`src/rtl/button_press_classifier.sv`:
```
// Classifies a debounced button level into short press, long press and double click pulses.
// Define HOLD_REPEAT_EN to add auto-repeat pulses while a long press is held.
module button_press_classifier #(
  parameter int LONG_PRESS_CYCLES = 1000,
  parameter int DOUBLE_GAP_CYCLES = 300,
  parameter int REPEAT_CYCLES     = 200,
  parameter int CNT_WIDTH         = 16
) (
  input  logic clk,
  input  logic rst,
  input  logic btn_level,
  output logic short_press,
  output logic long_press,
  output logic double_click,
  output logic repeat_press,
  output logic busy
);

  if (LONG_PRESS_CYCLES < 2 || DOUBLE_GAP_CYCLES < 2 || REPEAT_CYCLES < 1 ||
      CNT_WIDTH < 1 || CNT_WIDTH > 31 ||
      (LONG_PRESS_CYCLES - 1) >= (2 ** CNT_WIDTH) ||
      (DOUBLE_GAP_CYCLES - 1) >= (2 ** CNT_WIDTH) ||
      (REPEAT_CYCLES - 1) >= (2 ** CNT_WIDTH)) begin : g_bad_param
    $error("button_press_classifier: illegal parameter combination");
  end

  localparam logic [CNT_WIDTH-1:0] LONG_LAST = CNT_WIDTH'(LONG_PRESS_CYCLES - 1);
  localparam logic [CNT_WIDTH-1:0] GAP_LAST  = CNT_WIDTH'(DOUBLE_GAP_CYCLES - 1);
  localparam logic [CNT_WIDTH-1:0] CNT_ONE   = CNT_WIDTH'(1);

  typedef enum logic [2:0] {
    IDLE,
    PRESSED,
    LONG_HELD,
    WAIT_SECOND,
    SECOND_PRESSED
  } state_t;

  state_t               state_q, state_d;
  logic [CNT_WIDTH-1:0] cnt_q, cnt_d;
  logic                 btn_dly_q, btn_dly_d;
  logic                 short_q, short_d;
  logic                 long_q, long_d;
  logic                 double_q, double_d;
  logic                 rep_d;
  logic                 busy_q, busy_d;
  logic                 rise, fall;

  assign rise = btn_level & ~btn_dly_q;
  assign fall = ~btn_level & btn_dly_q;

  always_comb begin
    state_d   = state_q;
    cnt_d     = cnt_q;
    btn_dly_d = btn_level;
    short_d   = 1'b0;
    long_d    = 1'b0;
    double_d  = 1'b0;
    rep_d     = 1'b0;
    case (state_q)
      IDLE: begin
        if (rise) begin
          state_d = PRESSED;
          cnt_d   = '0;
        end
      end
      PRESSED: begin
        // Release wins over the long-press threshold on the same edge.
        if (fall) begin
          state_d = WAIT_SECOND;
          cnt_d   = '0;
        end else if (cnt_q == LONG_LAST) begin
          long_d  = 1'b1;
          state_d = LONG_HELD;
          cnt_d   = '0;
        end else begin
          cnt_d = cnt_q + CNT_ONE;
        end
      end
      LONG_HELD: begin
        if (fall) begin
          state_d = IDLE;
          cnt_d   = '0;
        end
`ifdef HOLD_REPEAT_EN
        else if (cnt_q == CNT_WIDTH'(REPEAT_CYCLES - 1)) begin
          rep_d = 1'b1;
          cnt_d = '0;
        end else begin
          cnt_d = cnt_q + CNT_ONE;
        end
`endif
      end
      WAIT_SECOND: begin
        // A second press on the timeout edge still forms a double click.
        if (rise) begin
          state_d = SECOND_PRESSED;
          cnt_d   = '0;
        end else if (cnt_q == GAP_LAST) begin
          short_d = 1'b1;
          state_d = IDLE;
          cnt_d   = '0;
        end else begin
          cnt_d = cnt_q + CNT_ONE;
        end
      end
      SECOND_PRESSED: begin
        if (fall) begin
          double_d = 1'b1;
          state_d  = IDLE;
          cnt_d    = '0;
        end
      end
      default: begin
        state_d = IDLE;
        cnt_d   = '0;
      end
    endcase
    busy_d = (state_d != IDLE);
  end

  always_ff @(posedge clk) begin
    if (rst) begin
      state_q   <= IDLE;
      cnt_q     <= '0;
      btn_dly_q <= 1'b1;
      short_q   <= 1'b0;
      long_q    <= 1'b0;
      double_q  <= 1'b0;
      busy_q    <= 1'b0;
    end else begin
      state_q   <= state_d;
      cnt_q     <= cnt_d;
      btn_dly_q <= btn_dly_d;
      short_q   <= short_d;
      long_q    <= long_d;
      double_q  <= double_d;
      busy_q    <= busy_d;
    end
  end

`ifdef HOLD_REPEAT_EN
  logic rep_q;
  always_ff @(posedge clk) begin
    if (rst) rep_q <= 1'b0;
    else     rep_q <= rep_d;
  end
  assign repeat_press = rep_q;
`else
  logic unused_rep;
  assign unused_rep   = rep_d;
  assign repeat_press = 1'b0;
`endif

  assign short_press  = short_q;
  assign long_press   = long_q;
  assign double_click = double_q;
  assign busy         = busy_q;

endmodule

```
`config.mk`:
```
export PLATFORM = sky130hd
export DESIGN_NAME = button_press_classifier
export DESIGN_NICKNAME = d
export VERILOG_FILES = /design/src/rtl/button_press_classifier.sv
export SDC_FILE = /design/constraint.sdc
export NUM_CORES = 1
export LEC_CHECK = 0
export ABC_AREA = 1
export CORE_AREA = 2 2 63 65
export DETAILED_ROUTE_END_ITERATION = 10
export DIE_AREA = 0 0 65 67
export GPL_TIMING_DRIVEN = 0
export PLACE_DENSITY = 0.68
export SLEW_MARGIN = 20
export SYNTH_ARGS = -nofsm -noshare
export SYNTH_HDL_FRONTEND = slang
export SYNTH_SLANG_ARGS = --single-unit
```
`constraint.sdc`:
```
create_clock -name clk -period 4.2 [get_ports clk]
set_clock_uncertainty 0.05 [all_clocks]
set_input_delay 0.84 -clock clk [delete_from_list [all_inputs] [get_ports clk]]
set_output_delay 0.84 -clock clk [all_outputs]
set_load 0.05 [all_outputs]
```
Word level (Yosys, flattened, before mapping):

Index checks and enable logic that the tools add are counted.

* input bits: 3
* ROM bits: 0
* latch bits: 0
* memories kept: 0
* bits in registers: 24
* bits in writable memories: 0

* bitwise gates (word level): 7
* order comparisons: 0
* reduce and logical (&&, ||, !) cells: 7
* divide/modulo/power cells: 0
* muxes and demuxes: 17
* shift operators: 0
* equal/unequal tests: 8
* add/sub/neg operators: 1
* multiply operators: 0

Operators by type and width (count)
* 16-bit 2-to-1 mux: 6
* 16-bit case mux with 4 select lines: 1
* 3-bit 2-to-1 mux: 6
* 16-bit by 1-bit adder with 16-bit output, second input constant: 1
* 16-bit by 10-bit == test with 1-bit output, second input constant: 1
* 16-bit by 9-bit == test with 1-bit output, second input constant: 1
* 3-bit case mux with 4 select lines: 1
* 3-bit by 2-bit == test with 1-bit output, second input constant: 2
* 3-bit OR reduction: 2
* 1-bit NOT: 5
* 2-bit OR reduction: 2
* 3-bit by 1-bit == test with 1-bit output, second input constant: 1
* 3-bit == test, second input constant: 1
* 3-bit logical NOT: 1
* 1-bit 2-to-1 mux: 3
* 3-bit nonzero test: 1
* 1-bit AND: 2
* 2-bit by 1-bit != test with 1-bit output, second input constant: 1
* 2-bit != test, second input constant: 1
* 2-bit AND reduction: 1

Longest topological paths before layout:

Gate-level depths: netlist of the first run.

* depth after elaboration: 5
* gate-level depth with buffers: 12
* gate-level depth less buffers: 11

Worst setup path after synthesis of the first run:

OpenSTA, ideal clock, no wires.

* path type: in2reg
* from: input btn_level
* to: register cnt_q[9]
* required time: 4035 ps
* stages: 8
* arrival time: 1638 ps
* setup time: 115 ps
* path slack: 2398 ps
* cell sequence: inv_2 nor2_2 nor2_4 nor2_8 nand3_4 nand2_2 buf_6 nor2_1

* cells in the longest elaborated chain, start to end: 4

RTL lines
* start, declared: RTL line 11 `input logic btn_level,`
* 1-bit NOT: RTL line 50 `assign fall = ~btn_level & btn_dly_q;`
* 1-bit AND: RTL line 50
* 16-bit 2-to-1 mux / 2-bit by 1-bit != test with 1-bit output (equally long branches)
* 16-bit case mux with 4 select lines / 2-bit AND reduction (equally long branches)
* end signal, assigned: RTL line 133 `cnt_q <= cnt_d;`
* end, declared: RTL line 40 `logic [CNT_WIDTH-1:0] cnt_q, cnt_d;`

Parallel ways exist; a longest one is shown, timed or not.
A chain may end at the register's enable or synchronous reset.

Final worst setup path of the first run:

* from: register long_q (netlist: long_press)
* to: output long_press

RTL lines
* start, declared: RTL line 43 `logic long_q, long_d;`
* start signal, assigned: RTL line 136 `long_q <= long_d;`
* end, declared: RTL line 13 `output logic long_press,`

No word-level cell between the ends.

==> impl_table.tex, run 1 <==
\begin{tabular}{lr}
\hline
Metric & Value \\
\hline
\multicolumn{2}{l}{\textbf{Status}} \\
Result of the run & finished clean \\
\multicolumn{2}{l}{\textbf{STA}} \\
Max Transition Viols Final & 0 \\
Slack of the critical path & 1.94 ns \\
Setup repair after global routing missed its margin & no \\
Fmax & $\sim$440 MHz \\
Setup TNS Final & 0 ns \\
Final Setup Violations & 0 \\
Final period utilization & between 50 and 60\% \\
Number of hold violations in the final report & 0 \\
Final critical-path required period & 2.26 ns \\
\multicolumn{2}{l}{\textbf{Setup path}} \\
Type of the setup path with the least slack & reg2out \\
Path depth of the worst reg2reg path & 11 \\
Highest fanout seen on the critical path & 1 \\
Crit path max-delay family & buffers and inverters \\
Source of the worst register-to-register timing path & cnt\_q[0]\$\_SDFFE\_PP0P\_ \\
Startpoint type of the worst setup path & flip-flop \\
Required time at the worst-slack endpoint & 3.31 ns \\
Crit path to & long\_press \\
Arrival time worst endpoint & $\sim$1.4 ns \\
Critical Path Source & long\_press\$\_SDFF\_PP0\_ \\
Slowest cell on the critical path & sky130\_fd\_sc\_hd\_\_clkdlybuf4s50\_1 \\
Reg2reg setup slack & 2.38 ns \\
Biggest cell delay along the critical path & $\sim$0.8 ns \\
Cell-by-cell trace of the critical path & clkdlybuf4s50\_1 \\
Total stage count of the critical path & 1 \\
Buf/Inv on CP & 1 \\
Capture instance of the worst register-to-register path & cnt\_q[1]\$\_SDFFE\_PP0P\_ \\
Type of element capturing the critical path & output pin \\
\multicolumn{2}{l}{\textbf{Final layout}} \\
Final cell count without fillers & 273 \\
Area growth from synthesis to layout & 12.3\% \\
Finished Core Util & 44.4\% \\
Fraction of layout instances using a drive strength above 1 & 13.3\% \\
Count of antenna diodes in the layout & 0 \\
Number of nets in the layout & 230 \\
\multicolumn{2}{l}{\textbf{GRT}} \\
Total global routing track utilization & 15.1\% \\
First-pass GRT wire length & 5.17 mm \\
Pin count of the biggest net entering global routing & 14 \\
Number of antenna violations at the first check in global routing & 0 \\
Total global routing overflow & 0 \\
Via count of the first global-routing pass & between 1000 and 1500 \\
\multicolumn{2}{l}{\textbf{Placement}} \\
Final estimated routing congestion in global placement & 0.902 \\
\# placed instances & 269 \\
Worst setup slack after placement & 1.71 ns \\
Detailed placement HPWL & approximately 2.3 mm \\
Number of port buffers & 6 \\
\multicolumn{2}{l}{\textbf{Clock network}} \\
Num CTS Buffers & 3 \\
Clock slew at the register clock pins of the worst setup and hold paths & approximately 0.090 ns \\
Root cell of the clock tree & sky130\_fd\_sc\_hd\_\_clkbuf\_8 \\
Setup bufs post-CTS & 0 \\
Quantity of gates resized following cts & 0 \\
Insertion delay of the later-clocked pin in the worst-skew pair & 0.27 ns \\
Post-CTS Hold Buffers & 0 \\
Max H-tree Level & 1 \\
TritonCTS clock tree & built \\
Number of clock sinks & 24 \\
Number of buffers between clock root and the deepest sink & 2 \\
\multicolumn{2}{l}{\textbf{Floorplanning}} \\
Die Y-Extent & 67 µm \\
Horizontal die dimension & 65 µm \\
Boundary pin count & 8 \\
Die Area & 0.00436 mm² \\
Core Rows & 22 \\
Core area & 0.00361 mm² \\
Effective utilization at floorplan & about two fifths \\
\multicolumn{2}{l}{\textbf{Pwr}} \\
Power per cell area & 278 mW/mm² \\
Static power due to leakage & 0.671 nW \\
Worst ir drop on vdd & 0.162 mV \\
\multicolumn{2}{l}{\textbf{Detailed routing}} \\
Final wirelength & a little under 3 mm \\
Routed met3 length & 102 µm \\
Via/cell ratio & $\sim$5 \\
Remaining routing DRC violations & 0 \\
Vias post-DR & 1327 \\
First-pass iteration count of the detailed router & 5 \\
Highest routing layer actually used & met4 \\
Met1 layer wirelength in the final routing & $\sim$1.5 mm \\
Number of antenna-violating nets in the routed design & 0 \\
Total met2 wirelength after detailed routing & 1.34 mm \\
Wire length per cell after detailed routing & approximately 11 µm \\
Number of DRC violations after detailed-routing iteration 0 & 73 \\
\multicolumn{2}{l}{\textbf{Logic synthesis}} \\
Share of synthesized area occupied by flip-flops and latches & 33.7\% \\
Number of warning messages in the yosys log & 0 \\
Post-Synthesis Net Count & $\sim$220 \\
Avg Inst Size Synth & 6.63 µm² \\
Number of synthesized register bits & 24 \\
Combined area of all synthesized cells & 0.00143 mm² \\
Post-synthesis cell type count & 32 \\
Cells after Synth & 215 \\
\multicolumn{2}{l}{\textbf{Flow run}} \\
Max-cap violation count & 0 \\
\multicolumn{2}{l}{\textbf{Hold path}} \\
Class of the worst hold path & reg2reg \\
\hline
\end{tabular}
-- registers in the layout, indices dropped and copies added (netlist names) --
| signal | flops |
|---|---|
| btn_dly_q | 1 |
| busy | 1 |
| cnt_q | 16 |
| double_click | 1 |
| long_press | 1 |
| short_press | 1 |
| state_q | 3 |
-- layer usage --
metal / vias to the layer above / global-route usage (%)
met2: 25 / 23.7
met4: 0 / 8.78
li1: 691 / -
met5: - / 0
met1: 607 / 19.7
met3: 4 / 2.36
-- worst min-delay path by stage --
stage	slack, ns	cells after the start	to	startpoint
6_report	0.45	2	cnt_q[0]$_SDFFE_PP0P_	cnt_q[0]$_SDFFE_PP0P_
5_1_grt	0.50	2	cnt_q[10]$_SDFFE_PP0P_	cnt_q[10]$_SDFFE_PP0P_
4_1_cts	0.46	2	cnt_q[0]$_SDFFE_PP0P_	cnt_q[0]$_SDFFE_PP0P_
3_5_place_dp	0.45	2	cnt_q[0]$_SDFFE_PP0P_	cnt_q[0]$_SDFFE_PP0P_
3_3_place_gp	0.44	2	cnt_q[0]$_SDFFE_PP0P_	cnt_q[0]$_SDFFE_PP0P_
2_1_floorplan	0.41	2	cnt_q[0]$_SDFFE_PP0P_	cnt_q[0]$_SDFFE_PP0P_
-- metrics by stage --
stage | area [µm²] | hold slack, ns | power (mW)
floorplan | 1430 | 0.414 | 0.278
global placement | 1550 | 0.438 | 0.290
detailed placement | 1550 | 0.450 | 0.291
CTS | 1600 | 0.463 | 0.452
global route | 1600 | 0.501 | 0.466
finish | 1600 | 0.452 | 0.445
-- cells in the mapped netlist --
library cell | number | area, µm²
sky130_fd_sc_hd__nor2_2 | 5 | 31.3
sky130_fd_sc_hd__nor3b_1 | 1 | 7.51
sky130_fd_sc_hd__o21ai_1 | 1 | 5.00
sky130_fd_sc_hd__or2_0 | 1 | 6.26
sky130_fd_sc_hd__nand3_2 | 1 | 10.0
sky130_fd_sc_hd__a21oi_1 | 4 | 20.0
sky130_fd_sc_hd__ha_1 | 1 | 12.5
sky130_fd_sc_hd__nor2_8 | 1 | 20.0
sky130_fd_sc_hd__buf_4 | 1 | 7.51
sky130_fd_sc_hd__xor2_1 | 4 | 35.0
sky130_fd_sc_hd__nor2_4 | 2 | 22.5
sky130_fd_sc_hd__nand3_1 | 17 | 85.1
sky130_fd_sc_hd__inv_1 | 25 | 93.8
sky130_fd_sc_hd__mux2i_1 | 1 | 10.0
sky130_fd_sc_hd__o22ai_1 | 1 | 6.26
sky130_fd_sc_hd__nand2_1 | 51 | 191
sky130_fd_sc_hd__buf_8 | 1 | 15.0
sky130_fd_sc_hd__nand2_2 | 5 | 31.3
sky130_fd_sc_hd__nor3_1 | 7 | 35.0
sky130_fd_sc_hd__inv_2 | 5 | 18.8
sky130_fd_sc_hd__conb_1 | 1 | 3.75
sky130_fd_sc_hd__nand4_2 | 1 | 12.5
sky130_fd_sc_hd__nor4_1 | 2 | 12.5
sky130_fd_sc_hd__clkinv_1 | 1 | 3.75
sky130_fd_sc_hd__nor2_1 | 37 | 139
sky130_fd_sc_hd__nand3_4 | 1 | 17.5
sky130_fd_sc_hd__xnor2_1 | 1 | 8.76
sky130_fd_sc_hd__o21ai_0 | 3 | 15.0
sky130_fd_sc_hd__buf_6 | 2 | 22.5
sky130_fd_sc_hd__nand4_1 | 6 | 37.5
sky130_fd_sc_hd__o21ai_2 | 1 | 8.76
sky130_fd_sc_hd__dfxtp_1 | 24 | 480
-- report_power, final --
group | internal (mW) | switching, mW | leakage, nW | total, mW
clock | 0.0837 | 0.0761 | 0.0288 | 0.160
sequential | 0.230 | 0.00236 | 0.194 | 0.233
combinational | 0.0187 | 0.0340 | 0.448 | 0.0526
total | 0.333 | 0.112 | 0.671 | 0.445
-- layout make-up --
class                   instances  area (µm²)
plain buffers                   4        45.0
clock buffers                   4        55.1
multi-input cells             156         785
repair buffers                  6        60.1
fillers                       397        2000
well taps                      48        60.1
inverters                      31         116
flip-flops and latches         24         480
-- cells in the final DEF (no fill, tap or decap), types with 2 or more instances in the layout --
cell type and count:
sky130_fd_sc_hd__a21oi_1 4, sky130_fd_sc_hd__buf_6 2, sky130_fd_sc_hd__clkbuf_8 4, sky130_fd_sc_hd__clkdlybuf4s50_1 6, sky130_fd_sc_hd__dfxtp_1 24, sky130_fd_sc_hd__inv_1 25
sky130_fd_sc_hd__inv_2 5, sky130_fd_sc_hd__nand2_1 51, sky130_fd_sc_hd__nand2_2 5, sky130_fd_sc_hd__nand3_1 17, sky130_fd_sc_hd__nand4_1 6, sky130_fd_sc_hd__nor2_1 37
sky130_fd_sc_hd__nor2_2 5, sky130_fd_sc_hd__nor2_4 2, sky130_fd_sc_hd__nor3_1 7, sky130_fd_sc_hd__nor4_1 2, sky130_fd_sc_hd__o21ai_0 3, sky130_fd_sc_hd__xor2_1 4
-- kinds of logic after synthesis --
kind of cell	synth area share, %
fa+ha+maj	0.877
xor+xnor	3.07
mux	0.702
other cells	0.263
compound gates	3.86
buf+inv	11.3
simple gates	46.2
flops	33.7
Note: power is estimated with default switching activity, not from simulation.
==> inputs of run 2 (changes only) <==
Clock period 4.2 ns to 2.2 ns, I/O delays scaled along.
==> results of run 2 <==
Same layout as run 1 (identical final DEF). Status: finished clean.
Among the figures that moved: setup slack after placement 1.71 ns -> 0.107 ns; setup slack after layout 1.94 ns -> 0.339 ns; register-to-register setup slack 2.38 ns -> 0.38 ns; total power 0.445 mW -> 0.850 mW; worst IR drop on VDD 0.162 mV -> 0.308 mV
